**src/rtl/ctrl_pkg.sv**
```systemverilog
// ctrl_pkg -- shared definitions for the control pipeline.
// Holds the RV32 opcode constants, the writeback-select encoding, the ALU
// operation class, and the decoded control bundle. The bundle is carried
// ID -> EX, and a narrowed copy is carried through MEM into WB.
// Optional feature macro used by control_pipe: CTRL_ILLEGAL_TRAP_EN.
package ctrl_pkg;

  // Major opcodes recognised by the decoder
  localparam logic [6:0] OP_RTYPE  = 7'b0110011;
  localparam logic [6:0] OP_ITYPE  = 7'b0010011;
  localparam logic [6:0] OP_LOAD   = 7'b0000011;
  localparam logic [6:0] OP_STORE  = 7'b0100011;
  localparam logic [6:0] OP_BRANCH = 7'b1100011;
  localparam logic [6:0] OP_JALR   = 7'b1100111;
  localparam logic [6:0] OP_JAL    = 7'b1101111;
  localparam logic [6:0] OP_LUI    = 7'b0110111;
  localparam logic [6:0] OP_AUIPC  = 7'b0010111;

  // Writeback source select
  localparam logic [1:0] WB_ALU = 2'b00;
  localparam logic [1:0] WB_MEM = 2'b01;
  localparam logic [1:0] WB_PC4 = 2'b10;

  // ALU operation class handed to the ALU control unit
  typedef enum logic [1:0] {
    ALU_ADD    = 2'b00,
    ALU_BRANCH = 2'b01,
    ALU_RTYPE  = 2'b10,
    ALU_ITYPE  = 2'b11
  } alu_op_t;

  // Full decoded control bundle, as held in the ID/EX register
  typedef struct packed {
    logic       reg_write;
    alu_op_t    alu_op;
    logic       alu_src;
    logic       branch;
    logic       jump;
    logic       uilu;
    logic       mem_read;
    logic       mem_write;
    logic [1:0] wb_sel;
  } ctrl_bundle_t;

  // Subset of the bundle still needed once an instruction has left EX
  typedef struct packed {
    logic       reg_write;
    logic       mem_read;
    logic       mem_write;
    logic [1:0] wb_sel;
  } mem_ctrl_t;

  localparam ctrl_bundle_t CTRL_BUBBLE = '0;
  localparam mem_ctrl_t    MEM_BUBBLE  = '0;

  // Drop the EX-only fields when an instruction moves into the MEM stages
  function automatic mem_ctrl_t to_mem_ctrl(input ctrl_bundle_t c);
    mem_ctrl_t m;
    m.reg_write = c.reg_write;
    m.mem_read  = c.mem_read;
    m.mem_write = c.mem_write;
    m.wb_sel    = c.wb_sel;
    return m;
  endfunction

endpackage

```
**src/rtl/ctrl_decode.sv**
```systemverilog
// ctrl_decode -- purely combinational main decoder.
// Maps a 7-bit opcode onto a control bundle. Anything not in the table
// produces an all-zero bundle (a bubble) and raises the illegal flag; no
// field is ever left undriven, so X never escapes into the pipe.
module ctrl_decode
  import ctrl_pkg::*;
(
  input  logic [6:0]   opcode,
  output ctrl_bundle_t ctrl,
  output logic         illegal
);

  // Opcode table: start from a bubble and set only the fields each class needs
  always_comb begin
    ctrl    = CTRL_BUBBLE;
    illegal = 1'b0;
    unique case (opcode)
      OP_RTYPE: begin
        ctrl.reg_write = 1'b1;
        ctrl.alu_op    = ALU_RTYPE;
      end
      OP_ITYPE: begin
        ctrl.reg_write = 1'b1;
        ctrl.alu_op    = ALU_ITYPE;
        ctrl.alu_src   = 1'b1;
      end
      OP_LOAD: begin
        ctrl.reg_write = 1'b1;
        ctrl.alu_src   = 1'b1;
        ctrl.mem_read  = 1'b1;
        ctrl.wb_sel    = WB_MEM;
      end
      OP_STORE: begin
        ctrl.mem_write = 1'b1;
        ctrl.alu_src   = 1'b1;
      end
      OP_BRANCH: begin
        ctrl.branch    = 1'b1;
        ctrl.alu_op    = ALU_BRANCH;
      end
      OP_JALR: begin
        ctrl.reg_write = 1'b1;
        ctrl.jump      = 1'b1;
        ctrl.alu_src   = 1'b1;
        ctrl.wb_sel    = WB_PC4;
      end
      OP_JAL: begin
        ctrl.reg_write = 1'b1;
        ctrl.jump      = 1'b1;
        ctrl.wb_sel    = WB_PC4;
      end
      OP_LUI, OP_AUIPC: begin
        ctrl.reg_write = 1'b1;
        ctrl.uilu      = 1'b1;
      end
      default: begin
        illegal = 1'b1;
      end
    endcase
  end

endmodule

```
**src/rtl/control_pipe.sv**
```systemverilog
// control_pipe -- pipelined control path: ID/EX register, MEM_LAT MEM-stage
// registers and a MEM/WB register, plus load-use hazard detection.
// ext_stall freezes every stage; hazard_stall and flush_ex inject a bubble
// into EX while the later stages keep draining.
// MEM_LAT must lie in 1..3.
// Optional feature macro: CTRL_ILLEGAL_TRAP_EN -- when defined, an unknown
// opcode raises 'illegal' for its EX cycle and bumps a saturating 8-bit
// counter; when undefined both outputs are constant 0 and no counter exists.
module control_pipe
  import ctrl_pkg::*;
#(
  parameter int REG_ADDR_W = 5,
  parameter int MEM_LAT    = 1
) (
  input  logic                  clk,
  input  logic                  reset,
  input  logic                  id_valid,
  input  logic [6:0]            opcode,
  input  logic [REG_ADDR_W-1:0] rd,
  input  logic [REG_ADDR_W-1:0] rs1,
  input  logic [REG_ADDR_W-1:0] rs2,
  input  logic                  ext_stall,
  input  logic                  flush_ex,
  output logic                  hazard_stall,
  output logic                  ex_valid,
  output logic [1:0]            alu_op,
  output logic                  alu_src,
  output logic                  branch,
  output logic                  jump,
  output logic                  uilu,
  output logic                  mem_valid,
  output logic                  mem_read,
  output logic                  mem_write,
  output logic                  wb_valid,
  output logic                  reg_write,
  output logic [1:0]            wb_sel,
  output logic [REG_ADDR_W-1:0] wb_rd,
  output logic                  illegal,
  output logic [7:0]            illegal_cnt
);

  ctrl_bundle_t dec_ctrl;
  logic         dec_illegal;

  ctrl_decode u_decode (
    .opcode  (opcode),
    .ctrl    (dec_ctrl),
    .illegal (dec_illegal)
  );

  // ID/EX register
  logic                  ex_v_q;
  ctrl_bundle_t          ex_ctrl_q;
  logic [REG_ADDR_W-1:0] ex_rd_q;

  // MEM-stage registers; index MEM_LAT-1 is the one presented on the outputs
  logic      [MEM_LAT-1:0]                 mem_v_q;
  mem_ctrl_t [MEM_LAT-1:0]                 mem_ctrl_q;
  logic      [MEM_LAT-1:0][REG_ADDR_W-1:0] mem_rd_q;

  // MEM/WB register
  logic                  wb_v_q;
  logic                  wb_rw_q;
  logic [1:0]            wb_sel_q;
  logic [REG_ADDR_W-1:0] wb_rd_q;

  logic ex_is_load;
  logic rd_match;
  logic id_accept;

  // Load-use detection: a load in EX whose nonzero rd feeds either ID source
  assign ex_is_load   = ex_ctrl_q.mem_read;
  assign rd_match     = (ex_rd_q == rs1) || (ex_rd_q == rs2);
  assign hazard_stall = id_valid && ex_v_q && ex_is_load &&
                        (ex_rd_q != '0) && rd_match;

  // Only a real, legal, unsquashed, non-stalled instruction may enter EX
  assign id_accept = id_valid && !dec_illegal && !hazard_stall && !flush_ex;

  // ID/EX: load the decoded bundle or a bubble; freeze while ext_stall is high
  always_ff @(posedge clk or posedge reset) begin
    if (reset) begin
      ex_v_q    <= 1'b0;
      ex_ctrl_q <= CTRL_BUBBLE;
      ex_rd_q   <= '0;
    end else if (!ext_stall) begin
      ex_v_q    <= id_accept;
      ex_ctrl_q <= id_accept ? dec_ctrl : CTRL_BUBBLE;
      ex_rd_q   <= id_accept ? rd : '0;
    end
  end

  // MEM chain: shift EX contents through MEM_LAT registers
  always_ff @(posedge clk or posedge reset) begin
    if (reset) begin
      mem_v_q    <= '0;
      mem_ctrl_q <= '0;
      mem_rd_q   <= '0;
    end else if (!ext_stall) begin
      mem_v_q[0]    <= ex_v_q;
      mem_ctrl_q[0] <= to_mem_ctrl(ex_ctrl_q);
      mem_rd_q[0]   <= ex_rd_q;
      for (int i = 1; i < MEM_LAT; i++) begin
        mem_v_q[i]    <= mem_v_q[i-1];
        mem_ctrl_q[i] <= mem_ctrl_q[i-1];
        mem_rd_q[i]   <= mem_rd_q[i-1];
      end
    end
  end

  // MEM/WB: capture what writeback needs from the last MEM register
  always_ff @(posedge clk or posedge reset) begin
    if (reset) begin
      wb_v_q   <= 1'b0;
      wb_rw_q  <= 1'b0;
      wb_sel_q <= WB_ALU;
      wb_rd_q  <= '0;
    end else if (!ext_stall) begin
      wb_v_q   <= mem_v_q[MEM_LAT-1];
      wb_rw_q  <= mem_ctrl_q[MEM_LAT-1].reg_write;
      wb_sel_q <= mem_ctrl_q[MEM_LAT-1].wb_sel;
      wb_rd_q  <= mem_rd_q[MEM_LAT-1];
    end
  end

  assign ex_valid  = ex_v_q;
  assign alu_op    = ex_ctrl_q.alu_op;
  assign alu_src   = ex_ctrl_q.alu_src;
  assign branch    = ex_ctrl_q.branch;
  assign jump      = ex_ctrl_q.jump;
  assign uilu      = ex_ctrl_q.uilu;

  assign mem_valid = mem_v_q[MEM_LAT-1];
  assign mem_read  = mem_ctrl_q[MEM_LAT-1].mem_read;
  assign mem_write = mem_ctrl_q[MEM_LAT-1].mem_write;

  // x0 is hardwired: rd=0 travels through, but never produces a write
  assign wb_valid  = wb_v_q;
  assign reg_write = wb_rw_q && (wb_rd_q != '0);
  assign wb_sel    = wb_sel_q;
  assign wb_rd     = wb_rd_q;

`ifdef CTRL_ILLEGAL_TRAP_EN
  logic       illegal_q;
  logic [7:0] illegal_cnt_q;
  logic       id_trap;

  // An illegal instruction is "accepted" under the same conditions as a legal one
  assign id_trap = id_valid && dec_illegal && !hazard_stall && !flush_ex;

  // Illegal flag for the EX cycle plus a saturating count of trapped instructions
  always_ff @(posedge clk or posedge reset) begin
    if (reset) begin
      illegal_q     <= 1'b0;
      illegal_cnt_q <= 8'd0;
    end else if (!ext_stall) begin
      illegal_q <= id_trap;
      if (id_trap && (illegal_cnt_q != 8'hFF)) begin
        illegal_cnt_q <= illegal_cnt_q + 8'd1;
      end
    end
  end

  assign illegal     = illegal_q;
  assign illegal_cnt = illegal_cnt_q;
`else
  assign illegal     = 1'b0;
  assign illegal_cnt = 8'd0;
`endif

endmodule

```
**config.mk**
```make
export PLATFORM = sky130hd
export DESIGN_NAME = control_pipe
export DESIGN_NICKNAME = d
export VERILOG_FILES = /design/src/rtl/ctrl_pkg.sv /design/src/rtl/ctrl_decode.sv /design/src/rtl/control_pipe.sv
export SDC_FILE = /design/constraint.sdc
export NUM_CORES = 1
export LEC_CHECK = 0
export ABC_AREA = 1
export CAP_MARGIN = 20
export CORE_MARGIN = 2
export CORE_UTILIZATION = 36
export DETAILED_ROUTE_END_ITERATION = 8
export MAX_ROUTING_LAYER = met4
export PLACE_DENSITY = 0.65
export SLEW_MARGIN = 20
export SYNTH_ARGS = -nofsm -noshare
export SYNTH_HDL_FRONTEND = slang
export SYNTH_HIERARCHICAL = 1
export SYNTH_SLANG_ARGS = --single-unit
```
**constraint.sdc**
```tcl
create_clock -name clk -period 1.35 [get_ports clk]
set_input_delay 0.27 -clock clk [delete_from_list [all_inputs] [get_ports clk]]
set_output_delay 0.27 -clock clk [all_outputs]
set_load 0.05 [all_outputs]
```
Word level (Yosys, flattened, before mapping)
Index checks and enable logic that the tools add are counted. Widths: inputs -> output; s select.

Flip-flop bits (word level): 37. Output and inout port bits: 29.

Eq/ne operators: 11. Multiplexer cells: 11. Reduce and logical (&&, ||, !) cells: 18.

Operators by type and width (number): $eq 7x6->1 const B (3); $eq 7x7->1 const B (3); $eq 7x5->1 const B (2); $mux 11 (1); $eq 5x5->1 (2); $reduce_bool 5->1 (2); $reduce_or 9->1 (1); $logic_and 1x1->1 (8); $eq 7x2->1 const B (1); $mux 1 (7); $reduce_or 7->1 (1); $pmux 2 s3 (1); $mux 5 (1); $pmux 2 s2 (1); $reduce_or 2->1 (2); $reduce_or 4->1 (1); $logic_not 1->1 (2); $logic_or 1x1->1 (1).

Logic depth before layout (Yosys ltp)
Depth in word-level cells: 8. Gate-level depth with buffers: 11. Gate-level depth less buffers: 10.

Modules after synthesis
Netlist, hierarchy kept.

By module, submodules not included: control_pipe (times used 1, cells each 207, area each 1752.9 um2); ctrl_decode (times used 1, cells each 55, area each 259.0 um2).

Worst setup path after synthesis
Ideal clock, no wire load.

Path kind: register -> output. Start point: register ex_v_q, in the netlist ex_valid. End point: output hazard_stall. Arrival: 1.433 ns. Data required time: 1.080 ns. Slack: -0.353 ns. Cell stages (with the launch flop): 6. Path through: dfrtp_1 > nand4_1 > inv_1 > nand2_2 > buf_6 > inv_1.

Cells in the longest elaborated chain, start to end: 4.

Ends and longest elaborated chain: from (decl) (RTL line control_pipe.sv:52) `logic ex_v_q;`; from (signal assigned) (RTL line control_pipe.sv:87) `ex_v_q <= id_accept;`; $logic_and 1x1->1 (3 in a row) (RTL line control_pipe.sv:74) `assign hazard_stall = id_valid && ex_v_q && ex_is_load &&`; $logic_and 1x1->1 (RTL line control_pipe.sv:75) `(ex_rd_q != '0) && rd_match;`; to (decl) (RTL line control_pipe.sv:24) `output logic hazard_stall,`.

Every way passes these cells.

Final worst setup path
Start point: register ex_rd_q[0]. End point: output hazard_stall.

Cells in the longest elaborated chain, start to end: 3.

Ends and longest elaborated chain: from (decl) (RTL line control_pipe.sv:54) `logic [REG_ADDR_W-1:0] ex_rd_q;`; from (signal assigned) (RTL line control_pipe.sv:89) `ex_rd_q <= id_accept ? rd : '0;`; $eq 5x5->1 / $reduce_bool 5->1 (equally long branches) (RTL line control_pipe.sv:73, control_pipe.sv:75); $logic_or 1x1->1 / $logic_and 1x1->1 (equally long branches) (RTL line control_pipe.sv:73, control_pipe.sv:74); $logic_and 1x1->1 (*) (RTL line control_pipe.sv:75).

Mark *: on every way between the ends. The rest lies on a longest branch, timed or not.

==> run metrics <==
Largest stage delay, worst path=440 ps; CP startpoint kind=flop; DRT Wirelength=4812 um; Worst Path Required=1080 ps; max-cap violation count=0; Highest Clock Rate=0.5697 GHz; RSZ-0062 raised after global routing=true; Placement Rows=27; Seq/Total Area, Yosys=46.02%; Clk Latency, worst-skew pair=290 ps; Setup crit end kind=primary output; Port Buf Inserts=46; Crit path top cell by count=nand4_1; Tot GR Track Use=16.73%; Cells after Synth=262; core area=0.005439 mm2; CTS Buffer Depth=2; initial antenna violation count=0; share of layout cells above drive strength 1=40.94%; CP Class=flop to primary output; syn_area_per_cell=7.679 um2; commonest non-fill, non-tap cell in the layout=nand2_1; design area=0.003297 mm2; Setup violations, final=19; Die H=78.76 um; I/O pin total=56; failing checks=setup timing; H-Tree Depth=2; post-synth cell types=25; total gr overflow=0; Pins Over Slew Limit=0; Residual DRC=0; first-pass GRT wire length=7948 um; Crit path arrival time=1490 ps; worst setup margin=-405.3 ps; fin crit share=130.0%; PD cells=736.6 mW/mm2; Root Driver=clkbuf_8; number of global-route vias before repair=1734; die width=78.76 um; YS warnings=6; Die ar.=0.006202 mm2; DR pass1 iterations=4; Area growth, synth to finish=63.87%; crit path max-delay cell type=dfrtp_2; Post-CTS Hold Fix Bufs=0; CTS clk-pin slew, worst paths=70 ps; GPL Wtd Cong=0.8052; Post-DP Area=0.002927 mm2; final hold slack=343.0 ps; status=finished with violations; vias per inst=4.413; vias=1827; endpoints failing hold=0; largest net degree at the start of global routing=38; Detail Placement HPWL=3343 um; First DRT Iteration DRCs=82; post-route setup TNS=-2492 ps; Synth Register Bits=37; Setup Skew=9.477 ps; Lkg Pwr=1.691 nW; Num CTS Buffers=5; crit path cell chain=nor2_1 > nand4_1 > nand4_1 > inv_1 > nand2_4 > clkinvlp_4 > buf_12; Hold WC Path Type=input port to asynchronous set/reset pin; setup slack, reg-to-reg=-140 ps; diode count=0; Antenna Nets Post-Route=0; CTS tree=done; wire per inst=11.62 um; most frequent cells in the layout=nand2_1, dfrtp_1, buf_4, inv_1, buf_12; Worst Path Max Fanout=6; Peak VDD IR=0.3829 mV; nets=368; synthesized area=0.002012 mm2; initial core utilization=36.99%; Clock Sinks=37; crit path time final=1755 ps
synth_stat cells:
| cell type | number | share of area [%] |
|---|---|---|
| nor4_4 | 1 | 1.1 |
| dfrtp_1 | 37 | 46 |
| buf_2 | 1 | 0.25 |
| nor2_4 | 1 | 0.56 |
| nor2_2 | 1 | 0.31 |
| o41ai_1 | 1 | 0.44 |
| nand4_1 | 3 | 0.93 |
| conb_1 | 1 | 0.19 |
| o21ai_0 | 10 | 2.5 |
| o21ai_1 | 1 | 0.25 |
| buf_1 | 2 | 0.37 |
| buf_4 | 12 | 4.5 |
| mux2_2 | 5 | 2.8 |
| nor3_1 | 1 | 0.25 |
| xnor2_1 | 2 | 0.87 |
| inv_1 | 31 | 5.8 |
| buf_6 | 3 | 1.7 |
| clkbuf_1 | 2 | 0.37 |
| nand3_2 | 3 | 1.5 |
| nand3_1 | 17 | 4.2 |
| nand2_2 | 9 | 2.8 |
| nand2_1 | 79 | 15 |
| nor2_1 | 26 | 4.9 |
| inv_2 | 7 | 1.3 |
| a21oi_1 | 6 | 1.5 |
registers in the layout (all words and copies together) (netlist names), 2 cells and up:
register,count
wb_rd,5
alu_op,2
wb_sel,2
ex_rd_q,5
ex_ctrl_q,4
mem_rd_q,5
mem_ctrl_q,3
path summary, 6_finish.rpt:
path / start / endpoint / cells past startpoint
setup / recovery: ex_rd_q[0] / hazard_stall / 7
hold / removal: reset / wb_sel[1] / 3
setup reg to reg: ex_rd_q[3] / branch / 11
hold reg to reg: ex_ctrl_q[0] / ex_ctrl_q[0] / 2
max in group asynchronous: reset / ex_valid / 3
min in group clk: ext_stall / jump / 4
stage by stage:
step	power [mW]	setup WS, ps	utilization [%]	cells
final	2.428	-405.3	60.62	414
after global routing	2.547	-483.3	60.62	414
after CTS	2.438	-406.4	58.48	411
after detailed placement	1.697	-614.3	53.81	391
after global placement	1.689	-586.8	53.81	391
after floorplan	1.472	-154.8	-	270
routing by layer:
metal / track usage [%] / vias up / wire length (um) / part of all wire [%]
met5: - / - / 0 / 0
met1: 20.68 / 844 / 2035 / 42
met3: 4.091 / 8 / 222 / 4.6
li1: - / 939 / - / -
met4: 4.737 / 0 / 61 / 1.3
met2: 27.44 / 36 / 2492 / 52
area by class of cell:
class	count	area (um2)
Fill cell	474	2142
Timing Repair Buffer	84	1020
Multi-Input combinational cell	175	999.7
Sequential cell	37	934.6
Inverter	38	171.4
Tap cell	72	90.09
Clock buffer	7	76.32
Clock inverter	1	5.005
kinds of logic (layout without fill, tap and decap cells):
logic type,after synthesis,in the layout,share of synthesized area [%]
compound gates,18,18,4.664
xor+xnor,2,2,0.8708
buf+inv,58,130,14.24
flops,37,37,46.02
mux,5,5,2.798
other cells,1,9,0.1864
simple gates,141,141,31.22
what timing repair did:
action / 4_1_cts / 5_1_grt
pin swaps: 23 / 9
endpoints found under the setup margin: 19 / 19
gates cloned: 2 / 1
buffers inserted: 10 / 3
gates resized for setup: 53 / 19
power by group:
part	internal, mW	leakage (nW)	switching (mW)
registers	1.14	0.492	0.0262
clock network	0.362	0.0422	0.385
logic	0.217	1.16	0.300
worst max-delay path: cells and delay by family (launching register included):
| family | cells | cell delay (ps) |
|---|---|---|
| buffers and inverters | 3 | 330 |
| DFF | 1 | 440 |
| and+or+nand+nor | 4 | 420 |
(Power assumes the default switching activity.)
